<file path="src/rtl/ascon_pkg.sv">
// rtl/ascon_pkg.sv - shared types, lane rotation amounts and round constant for the Ascon permutation
package ascon_pkg;

  localparam int LANE_W = 64;

  typedef enum logic [2:0] {
    ST_IDLE,
    ST_LOAD,
    ST_SBOX,
    ST_LIN,
    ST_UNLOAD
  } state_t;

  // Linear layer rotate-right amounts, lane i uses ROT_A[i] and ROT_B[i]
  localparam int ROT_A [5] = '{19, 61, 1, 10, 7};
  localparam int ROT_B [5] = '{28, 39, 6, 17, 41};

  function automatic logic [7:0] rc(input logic [3:0] j);
    return {4'd15 - j, j};
  endfunction

endpackage

</file>
<file path="src/rtl/ascon_sbox_slice.sv">
// rtl/ascon_sbox_slice.sv - W parallel 5-bit Ascon S-boxes, bit-sliced over five W-bit buses
module ascon_sbox_slice #(
  parameter int W = 1
) (
  input  logic [W-1:0] x0,
  input  logic [W-1:0] x1,
  input  logic [W-1:0] x2,
  input  logic [W-1:0] x3,
  input  logic [W-1:0] x4,
  output logic [W-1:0] y0,
  output logic [W-1:0] y1,
  output logic [W-1:0] y2,
  output logic [W-1:0] y3,
  output logic [W-1:0] y4
);

  logic [W-1:0] a0, a2, a4;
  logic [W-1:0] t0, t1, t2, t3, t4;
  logic [W-1:0] b0, b1, b2, b3, b4;

  always_comb begin
    a0 = x0 ^ x4;
    a4 = x4 ^ x3;
    a2 = x2 ^ x1;
    // chi-like nonlinear step on the pre-mixed columns
    t0 = ~a0 & x1;
    t1 = ~x1 & a2;
    t2 = ~a2 & x3;
    t3 = ~x3 & a4;
    t4 = ~a4 & a0;
    b0 = a0 ^ t1;
    b1 = x1 ^ t2;
    b2 = a2 ^ t3;
    b3 = x3 ^ t4;
    b4 = a4 ^ t0;
    y0 = b0 ^ b4;
    y1 = b1 ^ b0;
    y2 = ~b2;
    y3 = b3 ^ b2;
    y4 = b4;
  end

endmodule

</file>
<file path="src/rtl/ascon_perm_wserial.sv">
// rtl/ascon_perm_wserial.sv - W-bit-sliced Ascon permutation with streaming load/unload
module ascon_perm_wserial
  import ascon_pkg::*;
#(
  parameter int W = 1
) (
  input  logic             clk,
  input  logic             rst,
  input  logic             start,
  input  logic [3:0]       rounds,
  input  logic [5*W-1:0]   in_data,
  input  logic             in_valid,
  output logic             in_ready,
  output logic [5*W-1:0]   out_data,
  output logic             out_valid,
  input  logic             out_ready,
  output logic             busy
);

  localparam int B  = LANE_W / W;
  localparam int BW = (B > 1) ? $clog2(B) : 1;

  if (W != 1 && W != 2 && W != 4 && W != 8 && W != 16 && W != 32 && W != 64) begin : g_bad_w
    $error("ascon_perm_wserial: W must be 1, 2, 4, 8, 16, 32 or 64");
  end

  state_t              state;
  logic [LANE_W-1:0]   x [5];
  logic [BW-1:0]       beat;
  logic [3:0]          rnd;
  logic [3:0]          rounds_eff;

  logic                last_beat;
  logic [W-1:0]        top [5];
  logic [W-1:0]        s [5];
  logic [7:0]          rc_cur;
  logic [LANE_W-1:0]   rc_lane;
  logic [W-1:0]        rc_slice;

  function automatic logic [LANE_W-1:0] rotr(input logic [LANE_W-1:0] v, input int r);
    return (v >> r) | (v << (LANE_W - r));
  endfunction

  assign last_beat = (beat == BW'(B - 1));

  always_comb begin
    for (int i = 0; i < 5; i++) top[i] = x[i][LANE_W-1 -: W];
    // j = (12 - rounds_eff) + rnd; the lanes rotate, so the slice at the top is beat*W bits in
    rc_cur   = rc(4'(4'd12 - rounds_eff + rnd));
    rc_lane  = {56'd0, rc_cur} << (W * int'(beat));
    rc_slice = W'(rc_lane >> (LANE_W - W));
  end

  ascon_sbox_slice #(.W(W)) u_sbox (
    .x0(top[0]),
    .x1(top[1]),
    .x2(top[2] ^ rc_slice),
    .x3(top[3]),
    .x4(top[4]),
    .y0(s[0]),
    .y1(s[1]),
    .y2(s[2]),
    .y3(s[3]),
    .y4(s[4])
  );

  always_ff @(posedge clk or negedge rst) begin
    if (!rst) begin
      state      <= ST_IDLE;
      beat       <= '0;
      rnd        <= '0;
      rounds_eff <= '0;
      for (int i = 0; i < 5; i++) x[i] <= '0;
    end else begin
      case (state)
        ST_IDLE: begin
          if (start) begin
            rounds_eff <= (rounds > 4'd12) ? 4'd12 : rounds;
            beat       <= '0;
            rnd        <= '0;
            state      <= ST_LOAD;
          end
        end
        ST_LOAD: begin
          if (in_valid) begin
            for (int i = 0; i < 5; i++) x[i] <= LANE_W'({x[i], in_data[(4-i)*W +: W]});
            beat <= last_beat ? '0 : beat + 1'b1;
            if (last_beat) state <= (rounds_eff == 4'd0) ? ST_UNLOAD : ST_SBOX;
          end
        end
        ST_SBOX: begin
          for (int i = 0; i < 5; i++) x[i] <= LANE_W'({x[i], s[i]});
          beat <= last_beat ? '0 : beat + 1'b1;
          if (last_beat) state <= ST_LIN;
        end
        ST_LIN: begin
          for (int i = 0; i < 5; i++) x[i] <= x[i] ^ rotr(x[i], ROT_A[i]) ^ rotr(x[i], ROT_B[i]);
          rnd   <= rnd + 4'd1;
          state <= ((rnd + 4'd1) == rounds_eff) ? ST_UNLOAD : ST_SBOX;
        end
        ST_UNLOAD: begin
          if (out_ready) begin
            for (int i = 0; i < 5; i++) x[i] <= LANE_W'({x[i], {W{1'b0}}});
            beat <= last_beat ? '0 : beat + 1'b1;
            if (last_beat) state <= ST_IDLE;
          end
        end
        default: state <= ST_IDLE;
      endcase
    end
  end

  always_comb begin
    out_data = '0;
    for (int i = 0; i < 5; i++) out_data[(4-i)*W +: W] = top[i];
  end

  assign in_ready  = (state == ST_LOAD);
  assign out_valid = (state == ST_UNLOAD);
  assign busy      = (state != ST_IDLE);

endmodule

</file>
<file path="config.mk">
export PLATFORM = sky130hd
export DESIGN_NAME = ascon_perm_wserial
export DESIGN_NICKNAME = d
export VERILOG_FILES = /design/src/rtl/ascon_pkg.sv /design/src/rtl/ascon_sbox_slice.sv /design/src/rtl/ascon_perm_wserial.sv
export SDC_FILE = /design/constraint.sdc
export NUM_CORES = 1
export LEC_CHECK = 0
export BUFFER_PORTS_ARGS = -buffer_cell sky130_fd_sc_hd__buf_2
export CAP_MARGIN = 20
export CORE_AREA = 2 2 235 237
export CTS_CLUSTER_DIAMETER = 100
export DETAILED_ROUTE_END_ITERATION = 10
export DIE_AREA = 0 0 237 239
export GPL_ROUTABILITY_DRIVEN = 0
export PLACE_DENSITY = 0.61
export RECOVER_POWER = 100
export SYNTH_ARGS = -nofsm -noshare
export SYNTH_HDL_FRONTEND = slang
export SYNTH_SLANG_ARGS = --single-unit
</file>
<file path="constraint.sdc">
create_clock -name clk -period 4.6 [get_ports clk]
set_input_delay 0.92 -clock clk [delete_from_list [all_inputs] [get_ports clk]]
set_output_delay 0.92 -clock clk [all_outputs]
set_load 0.005 [all_outputs]
</file>
Word-level counts from Yosys, hierarchy flattened:

Cells that the tools add are included.

* add/subtract/negate cells: 5
* $lt $le $gt $ge: 1
* eq/ne operators: 12
* shifts and indexed selects: 1
* muxes and demuxes: 20
* bitwise gates (word level): 43
* reduce and logical (&&, ||, !) cells: 11

Operator list (number)
* 320-bit one-hot mux with 4 select lines: 1
* 320-bit 2-to-1 mux: 2
* 64-bit bitwise XOR: 10
* 23-bit by 64-bit OR with 64-bit output: 1
* 25-bit by 64-bit OR with 64-bit output: 1
* 3-bit by 64-bit OR with 64-bit output: 1
* 36-bit by 64-bit OR with 64-bit output: 1
* 45-bit by 64-bit OR with 64-bit output: 1
* 47-bit by 64-bit OR with 64-bit output: 1
* 54-bit by 64-bit OR with 64-bit output: 1
* 57-bit by 64-bit OR with 64-bit output: 1
* 58-bit by 64-bit OR with 64-bit output: 1
* 63-bit by 64-bit OR with 64-bit output: 1
* 8-bit by 6-bit << shifter with 64-bit output: 1
* 3-bit 2-to-1 mux: 8
* 6-bit 2-to-1 mux: 4
* 6-bit one-hot mux with 4 select lines: 1
* 3-bit one-hot mux with 5 select lines: 1
* 1-bit bitwise XOR: 12
* 4-bit 2-to-1 mux: 2
* 4-bit one-hot mux with 2 select lines: 1
* 4-bit nonzero test: 2
* 4-bit subtractor, first input constant: 2
* 6-bit by 1-bit adder with 6-bit output, second input constant: 1
* other kinds (20): 35

* register bits after elaboration: 337
* input bits: 14
* logic and storage cells: 102

Longest topological paths before layout:

* word-level depth: 11
* mapped depth: 16
* gate-level depth less buffers: 16

Hierarchy:

From an unflattened synthesis, not the netlist that was laid out.

* cells, all modules: 2593
* area total of the unflattened synthesis: 21710.8 um^2

By module, submodules not included
* ascon_perm_wserial: instances 1, cells each 2575, area an instance 21578.2 um^2
* ascon_sbox_slice: instances 1, cells each 18, area an instance 132.6 um^2

Worst setup path after synthesis:

OpenSTA, ideal clock, no wires.

* kind: register to register
* start point: register rnd[1]
* end point: register x[64] (netlist name)
* setup time: 83 ps
* data arrival time: 3212 ps
* slack: 1306 ps
* cell stages (with the launch flop): 15
* period minus slack after synthesis: 3294 ps
* cells stage by stage: dfrtp_1 -> ha_1 -> ha_1 -> fa_1 -> a21oi_1 -> and3_2 -> a32oi_1 -> nand2_1 -> xor2_1 -> ha_1 -> xor2_1 -> xnor2_1 -> o21ai_0 -> a221o_1 -> o21ai_0

* word-level cells in the longest chain between the ends: 8

Ends and longest elaborated chain
* from (decl): line ascon_perm_wserial.sv:30 `logic [3:0] rnd;`
* from (signal assigned): line ascon_perm_wserial.sv:98 `rnd <= rnd + 4'd1;`
* 4-bit adder *: line ascon_perm_wserial.sv:49 `rc_cur = rc(4'(4'd12 - rounds_eff + rnd));`
* 4-bit subtractor: line ascon_pkg.sv:19 `return {4'd15 - j, j};`
* 8-bit by 6-bit << shifter with 64-bit output *: line ascon_perm_wserial.sv:50 `rc_lane = {56'd0, rc_cur} << (W * int'(beat));`
* 1-bit bitwise XOR *: line ascon_perm_wserial.sv:57 `.x2(top[2] ^ rc_slice),`
* 1-bit bitwise XOR *: line ascon_sbox_slice.sv:24 `a2 = x2 ^ x1;`
* 1-bit bitwise XOR *: line ascon_sbox_slice.sv:33 `b2 = a2 ^ t3;`
* 1-bit bitwise XOR *: line ascon_sbox_slice.sv:39 `y3 = b3 ^ b2;`
* 320-bit one-hot mux with 4 select lines *: line ascon_perm_wserial.sv:75 `case (state)`
* to (decl): line ascon_perm_wserial.sv:28 `logic [LANE_W-1:0] x [5];`

Every way passes the cells marked *; elsewhere a longest branch is shown, timed or not.
A chain may end at the register's enable or synchronous reset.

Worst setup path in the final report:

* start point: register state[1]
* end point: register x[104] (netlist name)

* word-level cells in the longest chain between the ends: 3
* elaborated cells between the ends (all ways): 9
* those cells by class: 6 x eq/ne; 1 x mux; 2 x reduce/logical

Ends and longest elaborated chain
* from (decl): line ascon_perm_wserial.sv:27 `state_t state;`
* from (signal assigned): line ascon_perm_wserial.sv:88 `if (last_beat) state <= (rounds_eff == 4'd0) ? ST_UNLOAD : ST_SBOX;`
* from (signal assigned): line ascon_perm_wserial.sv:99 `state <= ((rnd + 4'd1) == rounds_eff) ? ST_UNLOAD : ST_SBOX;`
* 3-bit by 1-bit equality test with 1-bit output (tied with other cells): line ascon_perm_wserial.sv:75
* 4-bit nonzero test (no source line) (tied with other cells)
* 3-bit AND reduction (no source line)

Parallel ways exist; a longest one is shown, timed or not.

==> qor.txt <==
crit path launch = state[1]
drt total wl = 55300 µm
largest net degree at the start of global routing = 261
# IOs = 22
layout net count = 2407
CTS tree = yes
flop2flop setup slack = 0.74 ns
hpwl dp = 33500 µm
CP arrival = 4.28 ns
skew final = 0.0278 ns
Critical Path Sink = x[104]
Warnings, synthesis = 0
syn nets = 2584
worst r2r path cells = 6
DR pass1 iterations = 7
Die X = 237 µm
post-CTS sizing = 0
Max-Cap Viols = 3
cts bufs inserted = 42
actual slew at the worst max-slew pin = 3.31 ns
RSZ-0062 raised after global routing = false
# setup viols final = 0
first-pass GRT wire length = 90800 µm
cell count after synthesis = 2561
die area = 0.0566 mm²
FF-to-FF End = x[104]
Layout area overhead = 6.63%
Initial Utilization = 39.4%
Reg area = 0.00843 mm²
num rows = 86
Fin. Hold Viols = 0
number of synthesized flops with an enable pin = 0
drt first-iter violations = 1709
Synth Flop Type = dfrtp_1
Final Max Tran Viols = 253
grt ovf = 0
CTS clk-pin slew, worst paths = 0.06 ns
Worst Hold Class = reg2reg
Cell Area, Synth = 0.0214 mm²
Crit Path Category = reg2reg
vias in the first global route = 17000
Crit. End Element = flip-flop
postcts setup bufs = 0
share of cells above drive strength 1 = 4.27%
Clock Sinks = 337
Avg Vias per Cell = 5.81
Req. time, crit path = 5.02 ns
placed cell count = 3044
synth unique cells = 57
fin area = 0.0229 mm²
worst hold margin = 0.518 ns
syn_area_per_cell = 8.37 µm²
Final Critical Period = 3.86 ns
die height = 239 µm
Fill cells = 5340
fin cells = 3118
Max clock buf depth = 3
placeable core region = 0.0543 mm²
Max Freq = 259 MHz
H-Tree Depth = 2
per-cell routed wire length = 17.7 µm
clock latency on the worst-skew pair = 0.58 ns
setup_tns = 0 ns
initial antenna violation count = 0
FF-to-FF Start = state[1]
Max-slew headroom = -121%
GRT Util Overall = 19.4%
ant diodes = 0
placed cell areas = 0.0216 mm²
Tcrit/Tclk final = 83.8%
critical-path maximum fanout = 72
#FFs+latches synth = 337
CTS root buffer = clkbuf_16
Routed Antenna Nets = 0
input/output buffers = 21
Post-CTS Hold Buffers = 0
multi-input combinational cell area = 0.0110 mm²
CP Launch Type = flip-flop
status = finished with violations
failing checks = capacitance limit, slew limit
sequential element share of the synthesized area = 39.4%
asr flop ratio synth = 100%
DR DRC count = 0
vias = 18100
[cells in the mapped netlist, drive strengths merged (3+ instances only)]
library cell | instances | area share, %
nand3 | 212 | 5.0
ha | 8 | 0.47
nand4 | 3 | 0.088
o31ai | 3 | 0.11
xor2 | 219 | 9.0
dfrtp | 337 | 39
a22oi | 316 | 11
inv | 214 | 3.7
buf | 95 | 2.5
nand2 | 33 | 0.58
o21ai | 540 | 13
clkbuf | 168 | 3.0
and2 | 3 | 0.099
o221ai | 3 | 0.15
a21oi | 115 | 2.7
xnor2 | 129 | 5.3
nor3 | 113 | 2.6
nor2 | 20 | 0.44
and3 | 4 | 0.13
[routing by layer]
layer / GRT usage (%) / wire length (µm) / vias to the layer above
li1: - / - / 8664
met1: 27.4 / 25900 / 8990
met2: 31.1 / 25900 / 387
met3: 2.66 / 2610 / 65
met4: 5.16 / 968 / 0
met5: 0 / 0 / -
[layout by cell type (no fill, tap or decap), types with 2 or more instances in the layout]
cell | Yosys | layout
a211oi_1 | 2 | 2
a21oi_1 | 115 | 115
a22oi_1 | 316 | 316
a31oi_1 | 2 | 2
and3_1 | 2 | 2
and3_2 | 2 | 2
buf_12 | 0 | 12
buf_2 | 65 | 16
buf_4 | 14 | 3
clkbuf_1 | 165 | 26
clkbuf_16 | 0 | 43
clkbuf_2 | 1 | 3
clkbuf_8 | 1 | 8
clkinv_2 | 0 | 2
dfrtp_1 | 337 | 337
ha_1 | 8 | 8
inv_1 | 214 | 214
nand2_1 | 33 | 32
nand2b_1 | 1 | 2
nand3_1 | 211 | 211
nand4_1 | 3 | 3
nor2_1 | 18 | 17
nor2_4 | 0 | 2
nor3_1 | 113 | 113
o21ai_0 | 420 | 525
o21ai_1 | 119 | 14
o221ai_1 | 2 | 3
o31ai_1 | 3 | 3
xnor2_1 | 129 | 129
xor2_1 | 219 | 219
[how the worst min path moves through the flow]
stage                  startpoint            end  slack (ns)  depth (start not counted)
detailed placement  rounds_eff[0]  rounds_eff[0]        0.52                          2
CTS                           rst         x[242]        0.49                          1
finish              rounds_eff[0]  rounds_eff[0]        0.52                          2
global route        rounds_eff[0]  rounds_eff[0]        0.57                          2
global placement    rounds_eff[0]  rounds_eff[0]        0.48                          2
floorplan           rounds_eff[0]  rounds_eff[0]        0.46                          2
[layout make-up]
class                   count  area share (%)
multi-input cells        1747            48.2
flip-flops and latches    337            36.9
clock buffers              69            5.49
well taps                 704            3.85
inverters                 214            3.52
repair buffers             42            1.70
clock inverters             5           0.301
[through the flow]
step           setup WS [ns]  utilization, %
6_report               0.745            42.1
4_1_cts                 1.01            42.2
3_5_place_dp            1.03            39.7
2_1_floorplan           1.31               -
3_3_place_gp            1.10            39.7
5_1_grt                0.383            42.1
[cells by family after synthesis]
logic type	count (synthesis)	share of synthesized area, %
buf+inv	477	9.24
compound gates	990	27.2
xor+xnor	348	14.2
mux	3	0.152
flops	337	39.4
simple gates	396	9.27
fa+ha+maj	10	0.613
[flip-flops by register name (all words and copies together) (netlist names)]
signal,cells
beat,6
out_data,5
rnd,4
rounds_eff,4
state,3
x,315
[worst max-delay path, stage by stage (launching register included)]
cell and delay (ns):
dfrtp_1 0.77, nand2b_1 0.41, nor2_4 1.32, nor2_4 -0.03, buf_2 0.67, a22oi_1 0.38
o21ai_0 0.12
Power is not shown: default switching activity piles up to over one toggle a cycle in this logic, so the estimate is an artifact.
